**src/rtl/joystick_step_ctrl.sv**
```systemverilog
// joystick_step_ctrl: debounced joystick buttons to per-axis udl_counter step, auto-repeat and home-load controls
module joystick_step_ctrl #(
  parameter int BITS            = 10,
  parameter int DEBOUNCE_CYCLES = 1_000_000,
  parameter int FIRST_DELAY     = 25_000_000,
  parameter int REPEAT_PERIOD   = 2_000_000,
  parameter int X_MIN           = 0,
  parameter int X_MAX           = 639,
  parameter int Y_MIN           = 0,
  parameter int Y_MAX           = 479,
  parameter int X_HOME          = 320,
  parameter int Y_HOME          = 240
)(
  input  logic            clk,
  input  logic            reset,
  input  logic            btn_l,
  input  logic            btn_r,
  input  logic            btn_u,
  input  logic            btn_d,
  input  logic            btn_c,
  input  logic [BITS-1:0] x_pos,
  input  logic [BITS-1:0] y_pos,
  output logic            x_en,
  output logic            y_en,
  output logic            x_up,
  output logic            y_up,
  output logic            x_load,
  output logic            y_load,
  output logic [BITS-1:0] x_d,
  output logic [BITS-1:0] y_d
);
  localparam int DW   = DEBOUNCE_CYCLES > 1 ? $clog2(DEBOUNCE_CYCLES) : 1;
  localparam int TMAX = FIRST_DELAY > REPEAT_PERIOD ? FIRST_DELAY : REPEAT_PERIOD;
  localparam int TW   = $clog2(TMAX);
  localparam logic [DW-1:0] DMAX = DW'(DEBOUNCE_CYCLES - 1);
  typedef enum logic [1:0] {IDLE, DELAY, REPEAT} state_t;
  logic [4:0] btn, s1, s2, stb;
  logic [DW-1:0] cnt [5];
  logic c_q, c_rise;
  logic [1:0] vld, dir, blk, fire, dq, en, up, ld;
  logic [TW-1:0] tmr [2];
  state_t st [2];
  assign btn = {btn_c, btn_d, btn_u, btn_r, btn_l};
  assign c_rise = stb[4] & ~c_q;
  // a change is accepted only after DEBOUNCE_CYCLES consecutive cycles of disagreement
  always_ff @(posedge clk)
    if (!reset) begin
      s1  <= '0;
      s2  <= '0;
      stb <= '0;
      c_q <= 1'b0;
      for (int k = 0; k < 5; k++) cnt[k] <= '0;
    end else begin
      s1  <= btn;
      s2  <= s1;
      c_q <= stb[4];
      for (int k = 0; k < 5; k++) begin
        cnt[k] <= (s2[k] == stb[k] || cnt[k] == DMAX) ? '0 : cnt[k] + 1'b1;
        if (s2[k] != stb[k] && cnt[k] == DMAX) stb[k] <= ~stb[k];
      end
    end
  always_comb begin
    vld    = {stb[2] ^ stb[3], stb[0] ^ stb[1]};
    dir    = {stb[3], stb[1]};
    blk[0] = dir[0] ? x_pos >= BITS'(X_MAX) : x_pos <= BITS'(X_MIN);
    blk[1] = dir[1] ? y_pos >= BITS'(Y_MAX) : y_pos <= BITS'(Y_MIN);
    for (int a = 0; a < 2; a++)
      fire[a] = vld[a] & (st[a] == IDLE | (dq[a] == dir[a] & tmr[a] == '0));
  end
  // clamped steps are dropped but the FSM still advances; a centre load overrides any step
  always_ff @(posedge clk)
    if (!reset) begin
      st  <= '{IDLE, IDLE};
      tmr <= '{default: '0};
      dq  <= '0;
      en  <= '0;
      up  <= '0;
      ld  <= '0;
    end else begin
      en <= fire & ~blk & ~{2{c_rise}} | {2{c_rise}};
      up <= fire & ~blk & dir & ~{2{c_rise}};
      ld <= {2{c_rise}};
      for (int a = 0; a < 2; a++)
        if (st[a] == IDLE) begin
          if (vld[a]) begin
            st[a]  <= DELAY;
            tmr[a] <= TW'(FIRST_DELAY - 1);
            dq[a]  <= dir[a];
          end
        end else if (!vld[a] || dir[a] != dq[a]) st[a] <= IDLE;
        else if (tmr[a] == '0) begin
          st[a]  <= REPEAT;
          tmr[a] <= TW'(REPEAT_PERIOD - 1);
        end else tmr[a] <= tmr[a] - 1'b1;
    end
  assign x_en   = en[0];
  assign y_en   = en[1];
  assign x_up   = up[0];
  assign y_up   = up[1];
  assign x_load = ld[0];
  assign y_load = ld[1];
  assign x_d    = BITS'(X_HOME);
  assign y_d    = BITS'(Y_HOME);
endmodule

```
**config.mk**
```make
export PLATFORM = sky130hd
export DESIGN_NAME = joystick_step_ctrl
export DESIGN_NICKNAME = d
export VERILOG_FILES = /design/src/rtl/joystick_step_ctrl.sv
export SDC_FILE = /design/constraint.sdc
export NUM_CORES = 1
export LEC_CHECK = 0
export ABC_CLOCK_PERIOD_IN_PS = 2200
export BUFFER_PORTS_ARGS = -buffer_cell sky130_fd_sc_hd__buf_4
export CAP_MARGIN = 20
export CORE_MARGIN = 4
export CORE_UTILIZATION = 55
export DETAILED_ROUTE_END_ITERATION = 7
export HOLD_SLACK_MARGIN = 0.02
export PLACE_DENSITY = 0.76
export SYNTH_ARGS = -nofsm -noshare
export SYNTH_HDL_FRONTEND = slang
export SYNTH_SLANG_ARGS = --single-unit
export TNS_END_PERCENT = 10
```
**constraint.sdc**
```tcl
create_clock -name clk -period 2.2 [get_ports clk]
set_input_delay 0.44 -clock clk [delete_from_list [all_inputs] [get_ports clk]]
set_output_delay 0.44 -clock clk [all_outputs]
set_load 0.02 [all_outputs]
```
==> impl_metrics.csv <==
group,metric,value,unit
place,port_buffers,32,
routing,drt_iter0_drc,424,
worst_setup_path,timing.rr.start,"tmr[44]",
die,die_area,0.01686,mm^2
timing,clock_skew,0.009532,ns
yosys,synthMuxAreaShare,0.7355,%
yosys,ys_types,62,
die,initial_utilization,56.18,%
clocking,cts_tree,"yes",
timing,worst_slack,-0.01690,ns
worst_setup_path,crit_start,"tmr[44]",
yosys,seq_area_frac_synth,43.40,%
yosys,synthSimpleGateAreaFrac,29.42,%
pwr,pwr_density_cell,663.7,mW/mm^2
yosys,yosys_warnings,0,
cells_and_area,drive_above_1_share,14.08,%
place,gp_congestion,0.8406,
timing,relSlewSlack,60.59,%
clocking,cts_hold_buf,0,
timing,period_needed,2.217,ns
yosys,syn_area_per_cell,8.550,um^2
cells_and_area,diodes,0,
yosys,synth-async-reset-ratio,0,%
yosys,synthTopCellsByArea,"dfxtp_1 (43%), xor2_1 (8.4%), nor2_1 (7.2%)",
flow_run,cap_violations,0,
clocking,clock_sinks,177,
routing,drc,0,
die,die-height,129.8,um
timing,rsz0062_at_grt,"true",
pwr,power.ir.vdd_worst,0.5496,mV
outcome,run_status,"complete, but fails checks",
cells_and_area,instances_no_fill,1228,
routing,vias_per_cell,5.591,
routing,drtPass1Iterations,7,
routing,routed_wl,16760,um
worst_setup_path,cp_data_arrival_time,2.59,ns
yosys,synth_common_cells,"dfxtp_1 (177), nor2_1 (156), xor2_1 (78)",
routing,num_vias,6866,
timing,finalHoldViolations,0,
yosys,synth-adder-area-share,1.073,%
cells_and_area,fin_nets,1070,
worst_setup_path,end_kind,"register",
routing,postRouteAntennaNets,0,
place,placedCellCount,1192,
die,ios,53,
global_route,grt_pass1_vias,6322,
yosys,synth_top_cell_area_share,43.40,%
clocking,ctsRootBufferMaster,"clkbuf_16",
timing,clock.fmax,0.4511,GHz
yosys,synth_cells,955,
worst_setup_path,worst-path-max-fanout,2,
yosys,synth.most_common_cell,"dfxtp_1",
timing,setup_violations,1,
timing,tns,-0.01690,ns
global_route,grt_overflow,0,
place,hpwl,11430,um
outcome,violations,"negative setup slack",
routing,routedWlPerCell,13.65,um
yosys,yosysTopAreaCell,"dfxtp_1",
place,post-place-ws,-0.1375,ns
global_route,grtUsageTotal,20.42,%
global_route,grt_max_degree,28,
clocking,clockBufferDepth,2,
timing,fin_crit_sh,100.8,%
yosys,ys.flop_type,"dfxtp_1",
die,core_area,0.01453,mm^2
yosys,synth-seq-cells,177,
yosys,synth_top_family_by_area,"simple AND/OR/NAND/NOR gates",
yosys,synth_compound_area_share,7.937,%
worst_setup_path,required,2.57,ns
yosys,netlist_area,0.008165,mm^2
global_route,grt_pass1_wl,28380,um
yosys,synth_edf_count,0,
clocking,clock_latency,0.43,ns
die,rows,44,
pwr,p_leak,0.003604,uW
global_route,grt_antenna_before_repair,0,
clocking,cts_buffers,17,
worst_hold_path,hold_class,"primary input to register",
clocking,htreeDepth,4,
worst_hold_path,min_from,"btn_u",
timing,slew_violations,0,
timing,worst_pin_slew,0.5911,ns
cells_and_area,area_growth_syn_to_layout,17.35,%
worst_setup_path,startpoint_type,"register",
die,die_w,129.8,um
clocking,cts.clk_slew.worst_paths,0.06,ns
worst_setup_path,critPathKind,"register to register",
yosys,synth_xor_area_share,12.98,%
routing by layer:
metal	track usage, %	part of all wire [%]	up-vias
li1	-	-	3477
met1	26.49	47	3195
met2	32.85	47	158
met3	4.666	4.7	36
met4	8.741	2.0	0
met5	0	0	-
what timing repair did:
action                     CTS  global route
setup buffers                1             8
pin swaps                    5             4
setup endpoints to repair   34            43
hold endpoints to repair     0             0
gates resized for setup      5            19
critical path, cell delays in order (launching register included):
cell,delay [ns]
dfxtp_2,0.32
or4_4,0.55
or3_4,0.35
or4_4,0.45
a2111oi_4,0.30
and3_1,0.18
cell families after synthesis:
group           after synthesis
compound gates              101
xor+xnor                    121
fa+ha+maj                     7
buf+inv                      72
flops                       177
mux                           6
other cells                   2
simple gates                469
per-stage QoR:
stage | utilization, % | cell area (um^2) | hold slack (ns) | power (uW)
after floorplan | - | 8233 | 0.4119 | 3396
after global placement | 60.92 | 8855 | 0.4142 | 3433
after detailed placement | 60.92 | 8855 | 0.4185 | 3434
after CTS | 65.04 | 9453 | 0.2087 | 6412
after global routing | 65.93 | 9582 | 0.2052 | 6579
final | 65.93 | 9582 | 0.2211 | 6359
power breakdown:
part | leakage [uW] | internal [uW] | switching, uW
Combinational | 0.00189 | 52.1 | 89.3
Sequential | 0.00143 | 3220 | 6.36
Clock | 0.000281 | 1810 | 1180
Total | 0.00360 | 5080 | 1280
flip-flops by register name, indices dropped and copies added, names as in the netlist:
register	flops
en	2
cnt	100
up	2
stb	5
st	4
s2	5
c_q	1
ld	1
s1	5
tmr	50
dq	2
final cells by class:
cell class	instances	area, um^2
Fill cell	1204	4952
Multi-Input combinational cell	724	4405
Sequential cell	177	3546
Timing Repair Buffer	98	763.2
Clock buffer	21	460.4
Tap cell	184	230.2
Clock inverter	6	108.9
Inverter	18	67.56
placed cells by master (no fill, tap or decap), drive strengths merged, types with 3 or more instances in the layout:
master  Yosys  layout
a211o       3       3
a21oi      41      41
a31oi       8       8
and2       15      15
and3       31      31
and4        3       3
buf        24      98
bufinv      0       3
clkbuf     30      21
conb        2      20
dfxtp     177     177
ha          7       7
inv        18      19
mux2i       6       6
nand2      56      56
nand3      61      61
nand3b      5       5
nand4      39      39
nand4b      3       3
nor2      156     156
nor3       27      27
nor3b       3       3
nor4       36      36
nor4b       8       8
o21a        3       3
o21ai      22      22
or2         4       4
or3         9       9
or4         7       7
xnor2      43      43
xor2       78      78
worst paths after layout:
path | to | slack, ns | cells past startpoint
min reg2reg | s2[1] | 0.43 | 1
max | up[0] | -0.02 | 5
max reg2reg | up[0] | -0.02 | 5
min | s1[2] | 0.22 | 2
(Power assumes the default switching activity.)
